[config.mk]
export PLATFORM = sky130hd
export DESIGN_NAME = edge_event_unit
export DESIGN_NICKNAME = d
export VERILOG_FILES = /design/src/rtl/edge_event_unit.sv
export SDC_FILE = /design/constraint.sdc
export NUM_CORES = 1
export LEC_CHECK = 0
export ABC_AREA = 1
export BUFFER_PORTS_ARGS = -buffer_cell sky130_fd_sc_hd__buf_2
export CAP_MARGIN = 20
export CORE_UTILIZATION = 28
export DETAILED_ROUTE_END_ITERATION = 10
export PLACE_DENSITY = 0.55
export SETUP_SLACK_MARGIN = 0.15
export SYNTH_ARGS = -nofsm -noshare
export SYNTH_HDL_FRONTEND = slang
export SYNTH_SLANG_ARGS = --single-unit
[constraint.sdc]
create_clock -name clk -period 1.8 [get_ports clk]
set_clock_uncertainty 0.15 [all_clocks]
set_input_delay 0.09 -clock clk [delete_from_list [all_inputs] [get_ports clk]]
set_output_delay 0.09 -clock clk [all_outputs]
set_load 0.02 [all_outputs]
[src/rtl/edge_event_unit.sv]
// edge_event_unit: per-channel sync, debounce, edge qualify, sticky pending/overflow, irq.
// Ports: clk, nrst, async_in[NCH], mode[2*NCH], clr[NCH] -> level, edge_pulse, pending, overflow, irq.
module edge_event_unit #(
  parameter int NCH         = 4,
  parameter int SYNC_STAGES = 2,
  parameter int DEB_CYCLES  = 4
) (
  input  logic             clk,
  input  logic             nrst,
  input  logic [NCH-1:0]   async_in,
  input  logic [2*NCH-1:0] mode,
  input  logic [NCH-1:0]   clr,
  output logic [NCH-1:0]   level,
  output logic [NCH-1:0]   edge_pulse,
  output logic [NCH-1:0]   pending,
  output logic [NCH-1:0]   overflow,
  output logic             irq
);

  localparam int CW = $clog2(DEB_CYCLES + 1);
  localparam logic [CW-1:0] CNT_LAST = CW'(DEB_CYCLES - 1);

  logic [NCH-1:0] sync_q [SYNC_STAGES];
  logic [NCH-1:0] sync_d [SYNC_STAGES];
  logic [CW-1:0]  cnt_q  [NCH];
  logic [CW-1:0]  cnt_d  [NCH];

  logic [NCH-1:0] level_q, level_d;
  logic [NCH-1:0] pulse_q, pulse_d;
  logic [NCH-1:0] pend_q, pend_d;
  logic [NCH-1:0] ovf_q, ovf_d;
  logic           irq_q, irq_d;

  logic [NCH-1:0] s;
  logic [NCH-1:0] qual;

  always_comb begin
    sync_d[0] = async_in;
    for (int k = 1; k < SYNC_STAGES; k++) begin
      sync_d[k] = sync_q[k-1];
    end
  end

  assign s = sync_q[SYNC_STAGES-1];

  // A new level is accepted only after it has differed from
  // the current level for DEB_CYCLES consecutive samples.
  always_comb begin
    level_d = level_q;
    qual    = '0;
    for (int i = 0; i < NCH; i++) begin
      cnt_d[i] = '0;
      if (s[i] != level_q[i]) begin
        if (cnt_q[i] == CNT_LAST) begin
          level_d[i] = s[i];
          qual[i]    = s[i] ? mode[2*i] : mode[2*i+1];
        end else begin
          cnt_d[i] = cnt_q[i] + 1'b1;
        end
      end
    end
  end

  // New event beats a coincident clear; overflow needs an
  // event on an already pending channel with no clear.
  always_comb begin
    pulse_d = qual;
    pend_d  = qual | (pend_q & ~clr);
    ovf_d   = (ovf_q | (qual & pend_q)) & ~clr;
    irq_d   = |pend_d;
  end

  always_ff @(posedge clk or negedge nrst) begin
    if (!nrst) begin
      sync_q  <= '{default: '0};
      cnt_q   <= '{default: '0};
      level_q <= '0;
      pulse_q <= '0;
      pend_q  <= '0;
      ovf_q   <= '0;
      irq_q   <= 1'b0;
    end else begin
      sync_q  <= sync_d;
      cnt_q   <= cnt_d;
      level_q <= level_d;
      pulse_q <= pulse_d;
      pend_q  <= pend_d;
      ovf_q   <= ovf_d;
      irq_q   <= irq_d;
    end
  end

  assign level      = level_q;
  assign edge_pulse = pulse_q;
  assign pending    = pend_q;
  assign overflow   = ovf_q;
  assign irq        = irq_q;

endmodule

* Yosys cells after proc, flatten, opt, wreduce, memory -nomap -nowiden
Cells that the tools add are included.
Widths: inputs -> output; s select.
** Word-level totals
- Flip-flop bits (word level) :: 37
- Output and inout bits :: 17
** Operators by class
- Add/sub/neg operators :: 4
- Eq/ne operators :: 8
- Mux-type cells :: 20
- Bitwise gates (word level) :: 6
- Reductions and logical operators :: 5
** Operator list (number)
- $mux 3 :: 8
- $add 3x1->3 const B :: 4
- $and 4x4->4 :: 3
- $eq 3x2->1 const B :: 4
- $mux 1 :: 12
- $or 4x4->4 :: 2
- $reduce_and 2->1 :: 4
- $ne 1x1->1 :: 4
- $not 4->4 :: 1
- $reduce_or 4->1 :: 1

* Depth between registers and ports, before layout
- Depth after elaboration :: 6
- Gate-level depth with buffers :: 7
- Gate-level depth less buffers :: 7

* Least setup slack after synthesis
Ideal clock, no wire load.
- Kind :: register to register
- Start :: reg cnt_q[6] (netlist name)
- End :: reg irq_q (netlist: irq)
- Library setup time :: 0.119 ns
- Data arrival time :: 0.976 ns
- Required time :: 1.531 ns
- Setup slack :: 0.556 ns
- Stages on the path, launching flop included :: 8
- Path buffers :: 0
- Period minus slack after synthesis :: 1.244 ns
- Cell sequence :: dfrtp_1 -> ha_1 -> nand2_1 -> nor2_1 -> nand2_1 -> nand2_2 -> nor2_1 -> nand2_1
** Between the ends
- Longest elaborated chain between the ends :: 5
** RTL lines
- start, declared :: RTL line 25 : logic [CW-1:0] cnt_q [NCH];
- start signal, assigned :: RTL line 84 : cnt_q <= cnt_d;
- $eq 3x2->1 :: RTL line 54 : if (cnt_q[i] == CNT_LAST) begin
- $mux 1 :: RTL line 54
- $mux 1 :: RTL line 53 : if (s[i] != level_q[i]) begin
- $or 4x4->4 :: RTL line 68 : pend_d = qual | (pend_q & ~clr);
- net pend_d[1] :: RTL line 30 : logic [NCH-1:0] pend_q, pend_d;
- $reduce_or 4->1 :: RTL line 70 : irq_d = |pend_d;
- net irq_d :: RTL line 32 : logic irq_q, irq_d;
- end signal, assigned :: RTL line 89 : irq_q <= irq_d;
- end, declared :: RTL line 32
The timed path passes the listed nets, and every way through them passes these cells.
A chain may end at the register's enable or synchronous reset.

* Worst setup path in the final report
Ends and elaborated chain as after synthesis.

==> run_results.csv <==
group,metric,value,unit
yosys,syn_nets,158,
yosys,syn-mean-instance-area,10.3,um2
place,numPortBuffers,34,
sta,worst_pin_slew,0.463,ns
routing,viasPerCell,3.83,
status,outcome,"complete, no violations",
setup_path,crit_path_frequent_cell,"nand2_1",
routing,first_pass_iters,4,
grt,grt_max_degree,38,
sta,fin_crit,1.37,ns
setup_path,path_delay_family,"simple AND/OR/NAND/NOR gates",
place,gp_congestion,0.791,
setup_path,end_kind,"flip-flop",
setup_path,crit_type,"reg2reg",
sta,setup_viol,0,
finish,diodes,0,
setup_path,reg2reg_from,"cnt_q[6]$_DFF_PN0_",
clock_network,cts_tree,"done",
sta,tns,0,ns
sta,drv_slew,0,
grt,antenna_found_initial,0,
floorplanning,fp.dieW,72.7,um
finish,utilization,0.405,
setup_path,startpoint_type,"flip-flop",
routing,num_vias,1000,
setup_path,path_buf_inv,0,
grt,grt_pass1_vias,1010,
setup_path,path_cells,"ha_1, nand2_1, nor2_1, nand2_1, nand2_2, nor2_1, nand2_1",
finish,nets,215,
clock_network,clk_latency,0.29,ns
grt,grt_overflow,0,
power,p_per_area,1230,mW/mm2
run,drv_cap,0,
yosys,seq_area_frac_synth,0.662,
clock_network,numCtsBuffers,5,
power,finalPower,2370,uW
finish,drive_gt1_frac,0.247,
routing,drc_errors,0,
sta,hold_viol,0,
floorplanning,die-height,72.7,um
floorplanning,rows,25,
floorplanning,initial_core_util,0.294,
setup_path,critPathMaxStageDelay,0.39,ns
routing,drt-total-wl,2.42,mm
sta,rsz0062_at_grt,"false",
place,pre_cts_ws,0.417,ns
clock_network,clk_path_buf_depth,2,
min_path,hp-start,"mode[7]",
power,ir_worst_vdd,0.531,mV
sta,clock.fmax,0.728,GHz
setup_path,cp.arrival,1.40,ns
grt,grtUsageTotal,0.110,
setup_path,critPathLaunch,"cnt_q[6]$_DFF_PN0_",
yosys,yosys_warnings,0,
yosys,syn_area,0.00140,mm2
floorplanning,core,0.00475,mm2
finish,syn2layout_area_growth,37.8,%
clock_network,clockRootBuffer,"clkbuf_8",
place,dp_hpwl,1.58,mm
finish,final_cell_mix,"dfrtp_1, nand2_1, buf_2, inv_1, dlygate4sd3_1",
yosys,synth_cell_type_count,10,
power,leakage,0.00106,uW
clock_network,numClockSinks,37,
clock_network,post-cts-setup-buffers,0,
grt,grt_pass1_wl,4.26,mm
setup_path,cp_max_fo,5,
sta,fin_crit_sh,0.763,
yosys,synth-seq-cells,37,
sta,max_slew_margin,0.691,
floorplanning,pin_count,35,
clock_network,h-tree-depth,2,
setup_path,cpMaxStageDelayCell,"dfrtp_1",
routing,drt.antenna.violating_nets,0,
setup_path,required,1.83,ns
clock_network,path_clk_slew,0.07,ns
yosys,synthCells,136,
sta,fin_ws,0.427,ns
routing,wl_per_cell,9.29,um
routing,drt_iter0_markers,36,
floorplanning,dieArea,0.00528,mm2
min_path,hold_path.class,"in2reg",
finish,final_common_cell,"dfrtp_1",
==> sequential cells by signal, summed over array words and instances (netlist names) <==
| signal | flops |
|---|---|
| cnt_q | 12 |
| edge_pulse | 4 |
| level | 4 |
| overflow | 4 |
| pending | 4 |
| s | 4 |
| sync_d | 4 |
| irq | 1 |
==> per-stage QoR <==
| stage | hold slack, ns | instance area [um2] | cells |
|---|---|---|---|
| 6_report | 0.0138 | 1930 | 261 |
| 5_1_grt | 0.0380 | 1930 | 261 |
| 4_1_cts | 0.00616 | 1930 | 261 |
| 3_5_place_dp | 0.0123 | 1660 | 238 |
| 3_3_place_gp | 0.0151 | 1660 | 238 |
| 2_1_floorplan | -0.356 | 1400 | 136 |
==> synth_stat cells, drive strengths merged <==
master / number / share of area
o21ai: 8 / 0.029
inv: 20 / 0.054
nand2: 41 / 0.12
dfrtp: 37 / 0.66
ha: 4 / 0.036
xnor2: 4 / 0.025
nor2: 14 / 0.038
nor3b: 4 / 0.021
nor3: 4 / 0.014
==> what timing repair did <==
item                                   CTS  global route
resized for setup                        0             0
setup endpoints to repair                0             0
endpoints found under the hold margin   52             0
hold buffers                            15             0
==> area by class of cell <==
type / count / area, um2
Fill cell: 477 / 2830
Sequential cell: 37 / 926
Multi-Input combinational cell: 79 / 397
Timing Repair Buffer: 50 / 328
Clock buffer: 7 / 86.3
Tap cell: 67 / 83.8
Inverter: 20 / 75.1
Clock inverter: 1 / 30.0
==> tightest hold or removal path: stages <==
cell and delay, ns:
buf_2 0.08, nand2_1 0.04, nand2_1 0.05, nand2_1 0.09, inv_1 0.06
==> worst paths after layout <==
check                                     endpoint  slack (ns)  cells past startpoint
setup / recovery                     irq$_DFF_PN0_        0.43                      7
hold / removal             edge_pulse[3]$_DFF_PN0_        0.01                      5
setup reg to reg                     irq$_DFF_PN0_        0.43                      7
hold reg to reg                     s[1]$_DFF_PN0_        0.20                      0
max in group asynchronous       cnt_q[7]$_DFF_PN0_        0.95                      3
min in group asynchronous       cnt_q[5]$_DFF_PN0_        0.22                      3
==> cell families after synthesis <==
kind of cell               synth area share
AOI/OAI and AO/OA                    0.0286
buffers and inverters                0.0537
and+or+nand+nor                       0.194
adders and majority gates            0.0358
xor gates and xnor gates             0.0251
DFF                                   0.662
==> power by group <==
part | internal, uW | total, uW | switching, uW
clock | 451 | 731 | 280
sequential | 979 | 1090 | 107
combinational | 236 | 556 | 320
total | 1670 | 2370 | 707
==> routing by layer <==
| layer | global-route usage | routed length, um | up-vias |
|---|---|---|---|
| met3 | 0.0497 | 174 | 4 |
| li1 | - | - | 525 |
| met5 | 0 | 0 | - |
| met1 | 0.143 | 1280 | 436 |
| met4 | 0.0458 | 34 | 0 |
| met2 | 0.158 | 935 | 35 |
Power figures use the tool's default switching activity.
